## config.mk

```make
export PLATFORM = sky130hd
export DESIGN_NAME = vram_access_arbiter
export DESIGN_NICKNAME = d
export VERILOG_FILES = /design/src/rtl/vram_access_arbiter.sv
export SDC_FILE = /design/constraint.sdc
export NUM_CORES = 1
export LEC_CHECK = 0
export BUFFER_PORTS_ARGS = -buffer_cell sky130_fd_sc_hd__buf_2
export CAP_MARGIN = 40
export CORE_UTILIZATION = 40
export DETAILED_ROUTE_END_ITERATION = 7
export PLACE_DENSITY_LB_ADDON = 0.1
export SYNTH_ARGS = -nofsm -noshare
export SYNTH_HDL_FRONTEND = slang
export SYNTH_SLANG_ARGS = --single-unit
```

## constraint.sdc

```tcl
create_clock -name clk_i -period 4.5 [get_ports clk_i]
set_input_delay 0.675 -clock clk_i [delete_from_list [all_inputs] [get_ports clk_i]]
set_output_delay 0.675 -clock clk_i [all_outputs]
set_load 0.01 [all_outputs]
```

## src/rtl/vram_access_arbiter.sv

```systemverilog
// Single-port frame memory arbiter for the VGA pixel path.
// Display scan-out reads take every pixel tick during active video. A drawing-engine
// writer (req/ack) and a bulk clear engine share the remaining cycles, clear first.
//
// Ports:
//   clk_i, rst_ni            clock, asynchronous active-low reset
//   pixel_x_i, pixel_y_i     current scan position from the sync generator
//   video_on_i, pixel_tick_i active region flag, one-clk pulse per pixel period
//   wr_req_i/addr/data       writer request, held until wr_ack_o is seen
//   wr_ack_o                 write issued this cycle (combinational)
//   clear_start_i            pulse: begin filling the framebuffer with clear_color_i
//   clear_busy_o/done_o      clear in progress / one-cycle completion pulse
//   wr_oor_o                 sticky: an out-of-range write was dropped
//   mem_*                    single-port memory interface (read data 1 clk latency)
//   disp_rgb_o               pixel colour for the pixel generation stage
module vram_access_arbiter #(
  parameter int unsigned FbWidth  = 160,
  parameter int unsigned FbHeight = 120,
  parameter int unsigned Shift    = 2,
  parameter int unsigned AddrW    = 15,
  parameter int unsigned DataW    = 12
) (
  input  logic             clk_i,
  input  logic             rst_ni,
  input  logic [9:0]       pixel_x_i,
  input  logic [9:0]       pixel_y_i,
  input  logic             video_on_i,
  input  logic             pixel_tick_i,
  input  logic             wr_req_i,
  input  logic [AddrW-1:0] wr_addr_i,
  input  logic [DataW-1:0] wr_data_i,
  output logic             wr_ack_o,
  input  logic             clear_start_i,
  input  logic [DataW-1:0] clear_color_i,
  output logic             clear_busy_o,
  output logic             clear_done_o,
  output logic             wr_oor_o,
  output logic             mem_en_o,
  output logic             mem_we_o,
  output logic [AddrW-1:0] mem_addr_o,
  output logic [DataW-1:0] mem_wdata_o,
  input  logic [DataW-1:0] mem_rdata_i,
  output logic [DataW-1:0] disp_rgb_o
);

  localparam int unsigned      FbSize   = FbWidth * FbHeight;
  localparam logic [AddrW-1:0] LastAddr = AddrW'(FbSize - 1);

  typedef enum logic {StIdle, StClear} state_e;

  state_e           state_q, state_d;
  logic [AddrW-1:0] clr_addr_q, clr_addr_d;
  logic [DataW-1:0] clr_color_q, clr_color_d;
  logic [DataW-1:0] disp_rgb_q, disp_rgb_d;
  logic             clear_busy_q, clear_busy_d;
  logic             clear_done_q, clear_done_d;
  logic             wr_oor_q, wr_oor_d;
  logic             rd_pending_q;

  logic             disp_slot;
  logic             wr_in_range;
  logic [AddrW-1:0] disp_addr;

  assign disp_slot   = video_on_i & pixel_tick_i;
  assign wr_in_range = 32'(wr_addr_i) < FbSize;
  assign disp_addr   = AddrW'(32'(pixel_y_i >> Shift) * FbWidth + 32'(pixel_x_i >> Shift));

  // Memory port mux; everything is gated off while reset is held.
  always_comb begin
    mem_en_o    = 1'b0;
    mem_we_o    = 1'b0;
    mem_addr_o  = '0;
    mem_wdata_o = '0;
    wr_ack_o    = 1'b0;
    if (!rst_ni) begin
      mem_en_o = 1'b0;
    end else if (disp_slot) begin
      mem_en_o   = 1'b1;
      mem_addr_o = disp_addr;
    end else if (state_q == StClear) begin
      mem_en_o    = 1'b1;
      mem_we_o    = 1'b1;
      mem_addr_o  = clr_addr_q;
      mem_wdata_o = clr_color_q;
    end else if (wr_req_i) begin
      // Out-of-range writes are acked so the requester never stalls, but dropped.
      wr_ack_o = 1'b1;
      if (wr_in_range) begin
        mem_en_o    = 1'b1;
        mem_we_o    = 1'b1;
        mem_addr_o  = wr_addr_i;
        mem_wdata_o = wr_data_i;
      end
    end
  end

  always_comb begin
    state_d      = state_q;
    clr_addr_d   = clr_addr_q;
    clr_color_d  = clr_color_q;
    clear_busy_d = clear_busy_q;
    clear_done_d = 1'b0;
    wr_oor_d     = wr_oor_q | (wr_ack_o & ~wr_in_range);
    disp_rgb_d   = disp_rgb_q;

    unique case (state_q)
      StIdle: begin
        if (clear_start_i) begin
          state_d      = StClear;
          clr_color_d  = clear_color_i;
          clr_addr_d   = '0;
          clear_busy_d = 1'b1;
        end
      end
      StClear: begin
        // A display slot stalls the clear with clr_addr held.
        if (!disp_slot) begin
          clr_addr_d = clr_addr_q + 1'b1;
          if (clr_addr_q == LastAddr) begin
            state_d      = StIdle;
            clr_addr_d   = '0;
            clear_busy_d = 1'b0;
            clear_done_d = 1'b1;
          end
        end
      end
      default: state_d = StIdle;
    endcase

    // Read data arrives the cycle after the display slot.
    if (rd_pending_q) begin
      disp_rgb_d = mem_rdata_i;
    end else if (pixel_tick_i && !video_on_i) begin
      disp_rgb_d = '0;
    end
  end

  always_ff @(posedge clk_i or negedge rst_ni) begin
    if (!rst_ni) begin
      state_q      <= StIdle;
      clr_addr_q   <= '0;
      clr_color_q  <= '0;
      disp_rgb_q   <= '0;
      clear_busy_q <= 1'b0;
      clear_done_q <= 1'b0;
      wr_oor_q     <= 1'b0;
      rd_pending_q <= 1'b0;
    end else begin
      state_q      <= state_d;
      clr_addr_q   <= clr_addr_d;
      clr_color_q  <= clr_color_d;
      disp_rgb_q   <= disp_rgb_d;
      clear_busy_q <= clear_busy_d;
      clear_done_q <= clear_done_d;
      wr_oor_q     <= wr_oor_d;
      rd_pending_q <= disp_slot;
    end
  end

  assign clear_busy_o = clear_busy_q;
  assign clear_done_o = clear_done_q;
  assign wr_oor_o     = wr_oor_q;
  assign disp_rgb_o   = disp_rgb_q;

endmodule
```

== Yosys cells after proc, flatten, opt, wreduce, memory -nomap -nowiden ==
Cells that the tools add are included.

* Word-level logic and storage cells: 65
* Register bits after elaboration: 44

* Add/subtract/negate cells: 2
* Magnitude comparators: 1
* Equality and inequality tests: 4
* Reductions and logical operators: 6
* Mux-type cells: 38
* Bitwise gates (word level): 5
* Multipliers: 1

{| class="wikitable"
|+ Operators with widths
! kind !! number
|-
| 15-bit 2-to-1 mux || 8
|-
| 12-bit 2-to-1 mux || 7
|-
| 15-bit one-hot mux with 2 select lines || 1
|-
| 1-bit 2-to-1 mux || 20
|-
| 15-bit by 1-bit adder with 15-bit output, second input constant || 1
|-
| 15-bit by 8-bit adder with 15-bit output || 1
|-
| 15-bit == test, second input constant || 1
|-
| 15-bit less-than comparator, second input constant || 1
|-
| 8-bit by 3-bit multiplier with 10-bit output, second input constant || 1
|-
| 2-bit inequality test, second input constant || 2
|-
| 1-bit one-hot mux with 2 select lines || 2
|-
| 2-bit AND reduction || 2
|-
| 3-bit AND reduction || 1
|-
| 1-bit AND || 2
|-
| 2-bit by 1-bit inequality test with 1-bit output, second input constant || 1
|-
| 1-bit NOT || 2
|-
| 2-bit nonzero test || 1
|-
| 1-bit logical AND || 1
|-
| 1-bit logical NOT || 1
|-
| 1-bit OR || 1
|}

== Longest topological paths before layout ==
Gate-level depths: netlist (run 1).

* Depth after elaboration: 6
* Mapped depth: 10
* Depth with buffers taken out: 10

== Worst setup path after synthesis (run 1) ==
No wires, ideal clock.

* Path type: input port to output port
* Start point: input pixel_y_i[3]
* End point: output mem_addr_o[13]
* Required time: 3825 ps
* Stages: 10
* Buffers on the path: 0
* Slack: 1068 ps
* Arrival time: 2757 ps
* Cells stage by stage: ha_1 ha_1 inv_1 fa_1 and2b_1 o22ai_1 xnor2_1 nand3_1 xor2_1 a211oi_1

* Word-level cells in the longest chain between the ends: 4

{| class="wikitable"
|+ Ends and longest elaborated chain
! what !! line !! source
|-
| start, declared || 26 || <nowiki>input logic [9:0] pixel_y_i,</nowiki>
|-
| 8-bit by 3-bit multiplier with 10-bit output || 66 || <nowiki>assign disp_addr = AddrW'(32'(pixel_y_i >> Shift) * FbWidth + 32'(pixel_x_i >> Shift));</nowiki>
|-
| 15-bit by 8-bit adder with 15-bit output || 66 ||
|-
| 15-bit 2-to-1 mux || 77 || <nowiki>end else if (disp_slot) begin</nowiki>
|-
| 15-bit 2-to-1 mux || 75 || <nowiki>if (!rst_ni) begin</nowiki>
|-
| end, declared || 40 || <nowiki>output logic [AddrW-1:0] mem_addr_o,</nowiki>
|}

Every way passes these cells.

== Worst setup path in the final report (run 1) ==
* Start point: input pixel_y_i[3]
* End point: output mem_addr_o[12]

The elaborated chain is that of the path after synthesis.

==> summary.md, run 1 <==
| Metric | Value |
|---|---|
| Setup crit end kind | output pin |
| Commonest non-fill, non-tap cell in the layout | buf_2 |
| Crit path cell chain | buf_2 -> ha_1 -> ha_1 -> inv_1 -> fa_1 -> xnor2_1 -> nand2b_1 -> nor3_1 -> nand2_1 -> xor2_1 -> a211oi_1 -> buf_2 |
| Overflow after GRT | 0 |
| Logic pwr share | 28.1% |
| Predominant post-synthesis flop cell | dfrtp_1 |
| Yosys warning count | 0 |
| Required time of the critical path | 3.83 ns |
| Clock Root Buffer | clkbuf_8 |
| Initial Utilization | 42.10% |
| CTS tree | yes |
| Synth top area cells | dfrtp_1 (38%), ha_1 (6.9%), nor2_1 (5.4%), xor2_1 (4.8%), mux2_2 (4.6%) |
| Mean Syn Cell Area | 9.380 sq um |
| Cells after synthesis | 310 |
| Clock buffer depth | 2 |
| H-tree levels | 2 |
| First drt pass iteration count | 4 |
| Post-CTS setup buffer count | 0 |
| Initial drt markers | between 100 and 150 |
| Crit Path Category | in2out |
| Worst-path clk slew | 0.10 ns |
| Die height | 87.26 um |
| CTS buffer count | 5 |
| Synthesized cell area | 2908 sq um |
| Clk network pwr share | between 20% and 30% |
| Dominant cell type by area after synthesis | dfrtp_1 |
| Die area | approximately 7600 sq um |
| CP arrival | 3.09 ns |
| Vias in the first global route | 2487 |
| Switching Fraction | about 33% |
| Design area | 3709 sq um |
| All-Layer GR Usage | 20.09% |
| Initial antenna violation count | 0 |
| Asr flop ratio synth | 100.0% |
| Outcome | complete, no violations |
| Std cell rows | 30 |
| Multi-input combinational cell area | roughly 1700 sq um |
| Seq/Total Area, Yosys | 37.87% |
| Yosys reg bits | between 40 and 50 |
| Lkg Pwr | 0.001937 uW |
| Slowest-stage cell, CP | fa_1 |
| Final hold vios | 0 |
| Number of synthesized flops with an enable pin | 0 |
| Sequential share of power | about 44% |
| Wirelength per Cell | 14.31 um |
| Nets@finish | 522 |
| Max FO, Critical Path | 3 |
| First-pass GRT wire length | 11.84 mm |
| Synth cell types | ~50 |
| Placed cells | between 500 and 600 |
| Die X | about 87 um |
| Hold_buf cts | 0 |
| Minimum clock period | 3.765 ns |
| Dpl hpwl | 5.758 mm |
| Largest net degree at the start of global routing | 50 |
| Net switching power | 371.6 uW |
| Layout filler cell count | 724 |
| Final TNS setup | 0 ns |
| Max Slew Vio Count | 0 |
| Post-CTS resize count | 0 |
| Hold Worst Slack | 0.4763 ns |
| Setup violations, final | 0 |
| Detailed Route WL | 7.498 mm |
| Input/output buffers | around 120 |
| Clock skew | 0.009993 ns |
| Vias/cell | 5.298 |
| P_int | 766.7 uW |
| Synthesis-to-layout area growth | 27.54% |
| Hold crit path type | in2async |
| CP peak stage delay | 0.39 ns |
| Final Non-Filler Cells | 524 |
| # IOs | between 100 and 150 |
| Slew margin rel. | between 40% and 50% |
| Layout cell share with drive strength beyond 1 | roughly a third |
| ANT cells | 0 |
| Synth top area share | 37.87% |
| Mapped Nets | slightly above 400 |
| Fin crit share | 83.68% |
| Placed cell area | ~3600 sq um |
| Vias post-DR | 2776 |
| Slew @ Worst Pin | 0.8553 ns |
| Power Density | 306.9 nW/um^2 |
| Worst Setup Start Kind | input port |
| Sink Count | 44 |
| Reg area | 1101 sq um |
| DRC Markers | 0 |
| RSZ-0062 raised after global routing | no |
| Core footprint | roughly 6900 sq um |
| Most frequent cells in the layout | buf_2 (117), dfrtp_1 (44), nor2_1 (42) |
| Fmax | 265.6 MHz |
| Max IR drop VDD | 0.1558 mV |
| Post-route ant nets | 0 |
| Max-cap violations | 0 |
| Worst skew pair latency | 0.31 ns |
| Gpl congestion | 0.8067 |
==> stage by stage <==
stage	total power, uW	setup slack (ns)	util, %
after detailed placement	834.6	0.7172	52.03
after floorplan	709.2	1.068	-
after global routing	1213	0.4518	53.70
after CTS	1151	0.6916	53.70
final	1138	0.7346	53.70
after global placement	827.3	0.7498	51.81
==> area by class of cell <==
| cell class | count | share of cell area [%] |
|---|---|---|
| clock buffers | 5 | 1.856 |
| inverters | 15 | 1.518 |
| flip-flops and latches | 44 | 29.69 |
| repair buffers | 121 | 16.60 |
| clock inverters | 3 | 1.248 |
| multi-input cells | 240 | 45.85 |
| well taps | 96 | 3.239 |
==> registers in the layout, summed over array words and instances, names as in the netlist <==
| register | flops |
|---|---|
| clear_busy_o | 1 |
| clear_done_o | 1 |
| clr_addr_q | 15 |
| clr_color_q | 12 |
| disp_rgb_o | 12 |
| rd_pending_q | 1 |
| state_q | 1 |
| wr_oor_o | 1 |
==> routing by layer <==
layer	track usage, %	vias to the layer above	part of all wire [%]
met2	31.53	93	46
met1	27.91	1302	46
met5	0	-	0
met3	4.834	8	7.4
li1	-	1373	-
met4	4.918	0	0.97
==> worst max-delay path: cells and delay by family <==
family          cells  cell delay, ns
buf+inv             3            0.37
compound gates      1            0.27
fa+ha+maj           3            0.83
simple gates        3            0.54
xor+xnor            2            0.41
==> power by group through the flow <==
stage	clock (uW)	combinational, uW	sequential (uW)
finish	314	320	505
global route	338	363	512
CTS	323	324	504
detailed placement	0	322	512
global placement	0	317	510
floorplan	0	208	501
==> Yosys cell counts, types with 2 or more instances <==
cell	instances
a211oi_1	11
a21o_1	4
a21oi_1	8
a221oi_1	2
a222oi_1	5
a22o_1	12
a22oi_1	12
and3_1	3
and4_1	2
buf_1	2
buf_2	4
clkbuf_1	4
dfrtp_1	44
fa_1	2
ha_1	16
inv_1	15
mux2_2	12
mux2i_1	5
nand2_1	24
nand2b_1	3
nand3_1	6
nand4_1	5
nor2_1	42
nor2b_1	5
nor3_1	5
o21ai_0	12
o21ai_1	2
o41ai_1	2
xnor2_1	4
xor2_1	16
==> cell families after synthesis <==
logic type / share of synthesized area [%]
simple gates: 17.00
compound gates: 20.83
flops: 37.87
buf+inv: 3.657
xor+xnor: 6.024
fa+ha+maj: 8.262
mux: 6.368
==> worst paths after layout <==
kind,start,endpoint,slack (ns),depth (start not counted)
setup / recovery,pixel_y_i[3],mem_addr_o[12],0.73,12
max in group asynchronous,rst_ni,disp_rgb_o[1],3.59,2
setup reg to reg,clr_addr_q[0],clr_addr_q[9],2.61,6
min in group clk_i,wr_oor_o,wr_oor_o,0.48,1
hold / removal,rst_ni,clr_addr_q[13],0.48,2
hold reg to reg,wr_oor_o,wr_oor_o,0.48,1
Power figures use the tool's default switching activity.
==> inputs of run 2 (changes only) <==
==> constraint.sdc (replaced) <==
create_clock -name clk_i -period 3.86 [get_ports clk_i]
set_input_delay 0.579 -clock clk_i [delete_from_list [all_inputs] [get_ports clk_i]]
set_output_delay 0.579 -clock clk_i [all_outputs]
set_load 0.01 [all_outputs]
==> run 2 against run 1 <==
Effect of this change: via count shrank 1.6%; sequential share of layout area down 0.27 points; sequential cell count stayed put; worst hold slack got worse by 0.30 ns; final cell count increased by 0.76%; largest cell class unchanged; critical path type unchanged; global-route usage down 0.22 points; utilization rose by 0.49 points; setup slack lost 0.39 ns.
==> summary.md, run 2 (same netlist as run 1, synthesis figures left out) <==
| Metric | Value |
|---|---|
| Setup violations, final | 0 (unchanged) |
| Worst Setup Start Kind | input port |
| Required time of the critical path | 3.28 ns (-0.55 ns) |
| Setup crit start | pixel_y_i[3] |
| Clock buffer depth | 2 (unchanged) |
| Initial Utilization | 42.10% (unchanged) |
| Overflow after GRT | 0 (unchanged) |
| Clock skew | 0.006090 ns (-0.003903 ns) |
| Max IR drop VDD | 0.1591 mV (+2.1%) |
| Net switching power | 421.2 uW (+13%) |
| Sink Count | 44 (unchanged) |
| Dpl hpwl | 5.927 mm (+2.9%) |
| Clk network pwr share | 26.8% (-0.8 points) |
| Sequential share of power | 44.5% (+0.2 points) |
| First-pass GRT wire length | 11.65 mm (-1.6%) |
| Max Used Layer | met4 |
| Switching Fraction | 31.95% (-0.70 points) |
| Vias in the first global route | 2569 (+3.3%) |
| CTS tree | yes |
| Lkg Pwr | 0.001957 uW (+1.0%) |
| Largest net degree at the start of global routing | 32 (-36%) |
| Crit path depth | 12 (unchanged) |
| Fin crit share | 91.16% |
| Logic pwr share | 28.7% (+0.6 points) |
| Setup crit end kind | output pin |
| Top delay family on crit path | adder cells |
| Post-CTS setup buffer count | 0 (unchanged) |
| Fmax | 284.2 MHz |
| Met3 wire length | 536 um (-3.9%) |
| Max reg flops | 15 (unchanged) |
| Wirelength per Cell | 13.95 um (-2.5%) |
| M1 WL | 3.272 mm (-4.9%) |
| Max FO, Critical Path | 3 (unchanged) |
| Post-CTS resize count | 0 (unchanged) |
| CTS buffer count | 5 (unchanged) |
| Vias/cell | 5.174 (-2.3%) |
| All-Layer GR Usage | 19.87% (-0.22 points) |
| CP bufs+invs | 3 (unchanged) |
| Synthesis-to-layout area growth | 28.70% |
| DRC Markers | 0 (unchanged) |
| Detailed Route WL | 7.365 mm (-1.8%) |
| Origin of the critical flop-to-flop path | clr_addr_q[0] |
| CP peak stage delay | 0.39 ns (about the same) |
| Hold_buf cts | 0 (unchanged) |
| CP endpoint | mem_addr_o[12] |
| Hold crit path type | in2async |
| Clock Root Buffer | clkbuf_8 |
| Nets@finish | 526 (+0.77%) |
| Vias post-DR | 2732 (-1.6%) |
| Initial antenna violation count | 0 (unchanged) |
| Slowest-stage cell, CP | fa_1 |
| Pwr Total | 1318 uW (+16%) |
| Reg2reg setup slack | 1.94 ns (-0.67 ns) |
| Crit path cell chain | buf_2 -> ha_1 -> ha_1 -> inv_1 -> fa_1 -> xnor2_1 -> nand2b_1 -> nor3_1 -> nand2_1 -> xor2_1 -> a211oi_1 -> buf_2 |
| Core footprint | 6907 sq um (unchanged) |
| ANT cells | 0 (unchanged) |
| Power Density | 352.3 nW/um^2 (+15%) |
| Placed cell area | 3627 sq um (+0.94%) |
| Worst-path clk slew | 0.08 ns (-0.02 ns) |
| R2R depth | 6 (unchanged) |
| First drt pass iteration count | 5 (+1) |
| P_int | 897.2 uW (+17%) |
| Outcome | complete, no violations |
| Layout filler cell count | 711 (-1.8%) |
| Capturing point of the worst reg2reg path | clr_addr_q[7] |
| Reg with most FFs | clr_addr_q |
| Minimum clock period | between 3 and 4 ns |
| Met2 wire len | 3.494 mm (+2.0%) |
| Worst skew pair latency | 0.29 ns (-0.02 ns) |
| Die area | 7614 sq um (unchanged) |
| Post-route ant nets | 0 (unchanged) |
| Die height | 87.26 um (unchanged) |
| Initial drt markers | 115 (-7.3%) |
| Gpl congestion | 0.7755 (-3.9%) |
| Input/output buffers | 117 (unchanged) |
| Std cell rows | 30 (unchanged) |
| Crit Path Category | in2out |
| Final TNS setup | 0 ns (unchanged) |
| H-tree levels | 2 (unchanged) |
| Max Slew Vio Count | 0 (unchanged) |
| Die X | 87.26 um (unchanged) |
| Commonest non-fill, non-tap cell in the layout | buf_2 |
| RSZ-0062 raised after global routing | no |
| # IOs | 122 (unchanged) |
| Most frequent cells in the layout | buf_2 (117), dfrtp_1 (44), nor2_1 (42) |
| Final hold vios | 0 (unchanged) |
| Layout cell share with drive strength beyond 1 | 34.95% (+0.61 points) |
| CP arrival | 2.94 ns (-0.15 ns) |
| Slew @ Worst Pin | 0.8405 ns (-0.01482 ns) |
| Design area | 3742 sq um (+0.91%) |
| Slew margin rel. | 43.97% (+0.99 points) |
| Max-cap violations | 0 (unchanged) |
[run 2: cell type report]
cell class / instances / area, sq um / share of cell area, %
clock inverters: 3 / 46.29 / 1.237
repair buffers: 125 / 649.4 / 17.35
multi-input cells: 240 / 1700 / 45.44
inverters: 15 / 56.30 / 1.505
well taps: 96 / 120.1 / 3.210
clock buffers: 5 / 68.82 / 1.839
flip-flops and latches: 44 / 1101 / 29.42
[run 2: layer usage]
layer	global-route usage (%)	vias to the layer above
li1	-	1374
met1	25.97	1267
met2	33.24	87
met3	4.929	4
met4	4.471	0
met5	0	-
[run 2: stage by stage]
stage | hold WS [ns] | std cells | setup WS [ns] | util (%)
after detailed placement | 0.4602 | 520 | 0.3173 | 52.52
after global routing | 0.1771 | 528 | 0.04936 | 54.18
after global placement | 0.4595 | 519 | 0.3205 | 52.36
final | 0.1763 | 528 | 0.3414 | 54.18
after CTS | 0.1766 | 528 | 0.3190 | 54.18
after floorplan | 0.2834 | 310 | 0.6204 | -
[run 2: worst min-delay path by stage]
stage	to	slack [ns]
after floorplan	clear_busy_o	0.28
after global placement	wr_oor_o	0.46
after detailed placement	wr_oor_o	0.46
after CTS	clr_color_q[7]	0.18
after global routing	clr_color_q[11]	0.18
final	clr_addr_q[10]	0.18
[run 2: power groups by stage]
stage | clock network, uW | registers [uW] | logic (uW)
final | 354 | 587 | 378
after global routing | 384 | 597 | 424
after CTS | 364 | 587 | 382
after detailed placement | 0 | 596 | 380
after floorplan | 0 | 584 | 242
after global placement | 0 | 595 | 373
==> inputs of run 3 (changes only) <==
==> constraint.sdc (replaced) <==
create_clock -name clk_i -period 3.6 [get_ports clk_i]
set_input_delay 0.54 -clock clk_i [delete_from_list [all_inputs] [get_ports clk_i]]
set_output_delay 0.54 -clock clk_i [all_outputs]
set_load 0.01 [all_outputs]
==> run 3 against run 2 <==
Effect of this change: die area unchanged; register-to-register slack worse by 0.27 ns; utilization up 0.091 points; critical endpoint is now mem_addr_o[13]; combinational power up 7.9%; routed wire length up 3.3%; final cell count unchanged; critical path type unchanged; first-iteration DRC count up 63%; sequential share of layout area about the same; sequential cell count unchanged; clock power up 11%; critical path depth unchanged; largest cell class unchanged; design area up 0.17%.
==> summary.md, run 3 (same netlist as run 1, synthesis figures left out) <==
| Metric | Value |
|---|---|
| Outcome | complete, no violations |
| Setup crit end kind | output pin |
| Max reg flops | 15 (unchanged) |
| Lkg Pwr | 0.001957 uW (about the same) |
| Most frequent cells in the layout | buf_2 (117), dfrtp_1 (44), nor2_1 (42) |
| Initial antenna violation count | 0 (unchanged) |
| Synthesis-to-layout area growth | 28.92% |
| Final Non-Filler Cells | 528 (unchanged) |
| Gpl congestion | 0.7777 (+0.28%) |
| Post-CTS setup buffer count | 0 (unchanged) |
| Input/output buffers | 117 (unchanged) |
| Vias in the first global route | 2541 (-1.1%) |
| Minimum clock period | approximately 3.5 ns |
| Max IR drop VDD | 0.1887 mV (+19%) |
| Vias/cell | 5.286 (+2.2%) |
| Slew margin rel. | 43.42% (-0.55 points) |
| Die X | 87.26 um (unchanged) |
| Die area | 7614 sq um (unchanged) |
| Post-route ant nets | 0 (unchanged) |
| Placed cells | 520 (unchanged) |
| Layout cell share with drive strength beyond 1 | 35.42% (+0.46 points) |
| Setup violations, final | 0 (unchanged) |
| Slew @ Worst Pin | 0.8487 ns (+0.008224 ns) |
| Sequential share of power | 44.0% (-0.5 points) |
| Die height | 87.26 um (unchanged) |
| P_int | 962.9 uW (+7.3%) |
| Fin crit share | a little over nine tenths |
| Net switching power | 470.0 uW (+12%) |
| Commonest non-fill, non-tap cell in the layout | buf_2 |
| Crit Path Category | in2out |
| ANT cells | 0 (unchanged) |
| Worst skew pair latency | 0.30 ns (about the same) |
| Crit path cell chain | buf_2 -> ha_1 -> ha_1 -> inv_1 -> fa_1 -> and2b_1 -> o22ai_1 -> xnor2_1 -> nand3_1 -> xor2_1 -> a211oi_1 -> buf_2 |
| First drt pass iteration count | 4 (-1) |
| CTS buffer count | 5 (unchanged) |
| Worst Setup Start Kind | input port |
| Clk network pwr share | 27.5% (+0.7 points) |
| DRC Markers | 0 (unchanged) |
| Wirelength per Cell | 14.40 um (+3.3%) |
| Max Slew Vio Count | 0 (unchanged) |
| Core Util, Final | 54.28% (+0.091 points) |
| Dpl hpwl | 5.899 mm (-0.47%) |
| Initial drt markers | 187 (+63%) |
| CP arrival | 2.92 ns (-0.02 ns) |
| Overflow after GRT | 0 (unchanged) |
| Hold crit path type | in2async |
| Max FO, Critical Path | 3 (unchanged) |
| Slowest-stage cell, CP | fa_1 |
| Clock buffer depth | 2 (unchanged) |
| Reg with most FFs | clr_addr_q |
| Power Density | 382.2 nW/um^2 (+8.5%) |
| Switching Fraction | 32.80% (+0.85 points) |
| Largest net degree at the start of global routing | 32 (unchanged) |
| RSZ-0062 raised after global routing | no |
| Max-cap violations | 0 (unchanged) |
| Sink Count | 44 (unchanged) |
| H-tree levels | 2 (unchanged) |
| Nets@finish | 526 (unchanged) |
| Worst-path clk slew | 0.09 ns (about the same) |
| CTS tree | yes |
| Fmax | 289.0 MHz |
| CP peak stage delay | 0.39 ns (about the same) |
| Initial Utilization | 42.10% (unchanged) |
| All-Layer GR Usage | 20.18% (+0.31 points) |
| Final hold vios | 0 (unchanged) |
| Clock Root Buffer | clkbuf_8 |
| Core footprint | 6907 sq um (unchanged) |
| Clock skew | 0.002050 ns (-0.004040 ns) |
| # IOs | 122 (unchanged) |
| Std cell rows | 30 (unchanged) |
| Logic pwr share | 28.5% (-0.2 points) |
| Detailed Route WL | 7.605 mm (+3.3%) |
| Final TNS setup | 0 ns (unchanged) |
| First-pass GRT wire length | 11.92 mm (+2.3%) |
| Required time of the critical path | 3.06 ns (-0.22 ns) |
| Vias post-DR | 2791 (+2.2%) |
run 3: cell counts in the layout (fill, tap and decap cells not counted):
No cell type changed its count.
run 3: cell type report:
type / count / area, sq um
clock buffer: 5 / 68.82
clock inverter: 3 / 46.29
fill: 699 / 3158
inverter: 15 / 56.30
multi-input combinational: 240 / 1710
sequential: 44 / 1101
tap: 96 / 120.1
timing repair buffer: 125 / 645.6
run 3: critical path, delay by kind of cell:
family          cells  cell delay (ns)
fa+ha+maj           3             0.85
xor+xnor            2             0.45
simple gates        2             0.38
buf+inv             3             0.36
compound gates      2             0.35
run 3: final timing paths:
check	start	to	slack, ns	cells after the start
max in group asynchronous	rst_ni	clr_addr_q[5]	2.67	2
worst max register to register	clr_addr_q[0]	clr_addr_q[7]	1.67	6
worst min-delay path	rst_ni	clr_addr_q[0]	0.19	1
worst max-delay path	pixel_y_i[3]	mem_addr_o[13]	0.14	12
min in group clk_i	clear_color_i[9]	clr_color_q[9]	0.47	2
worst min register to register	wr_oor_o	wr_oor_o	0.49	1
run 3: per-layer routing:
metal  share of wire (%)  vias up  wire [um]  global-route usage, %
met3                 5.6       11        424                  5.213
met4                 1.1        0         80                  3.875
met5                   0        -          0                      0
met2                  46       90       3498                  32.24
li1                    -     1380          -                      -
met1                  47     1310       3602                  27.74
run 3: power by group through the flow:
stage / clock network [uW] / registers (uW) / logic, uW
finish: 394 / 630 / 408
floorplan: 0 / 627 / 260
global placement: 0 / 638 / 400
detailed placement: 0 / 639 / 409
global route: 425 / 641 / 457
CTS: 405 / 630 / 411
run 3: metrics by stage:
step	hold WS (ns)	setup WS, ns	instance area [sq um]	total power (uW)
finish	0.1852	0.1393	3749	1433
CTS	0.1941	0.02918	3739	1447
global route	0.2118	0.005415	3749	1523
floorplan	0.2444	0.4384	2908	886.5
global placement	0.4603	0.1222	3623	1038
detailed placement	0.4599	0.04675	3623	1048
run 3: timing repair:
| action | 4_1_cts | 5_1_grt |
|---|---|---|
| hold buffers | 0 | 0 |
| setup endpoints to repair | 0 | 2 |
| hold endpoints to repair | 0 | 0 |
| gates resized for setup | 0 | 2 |
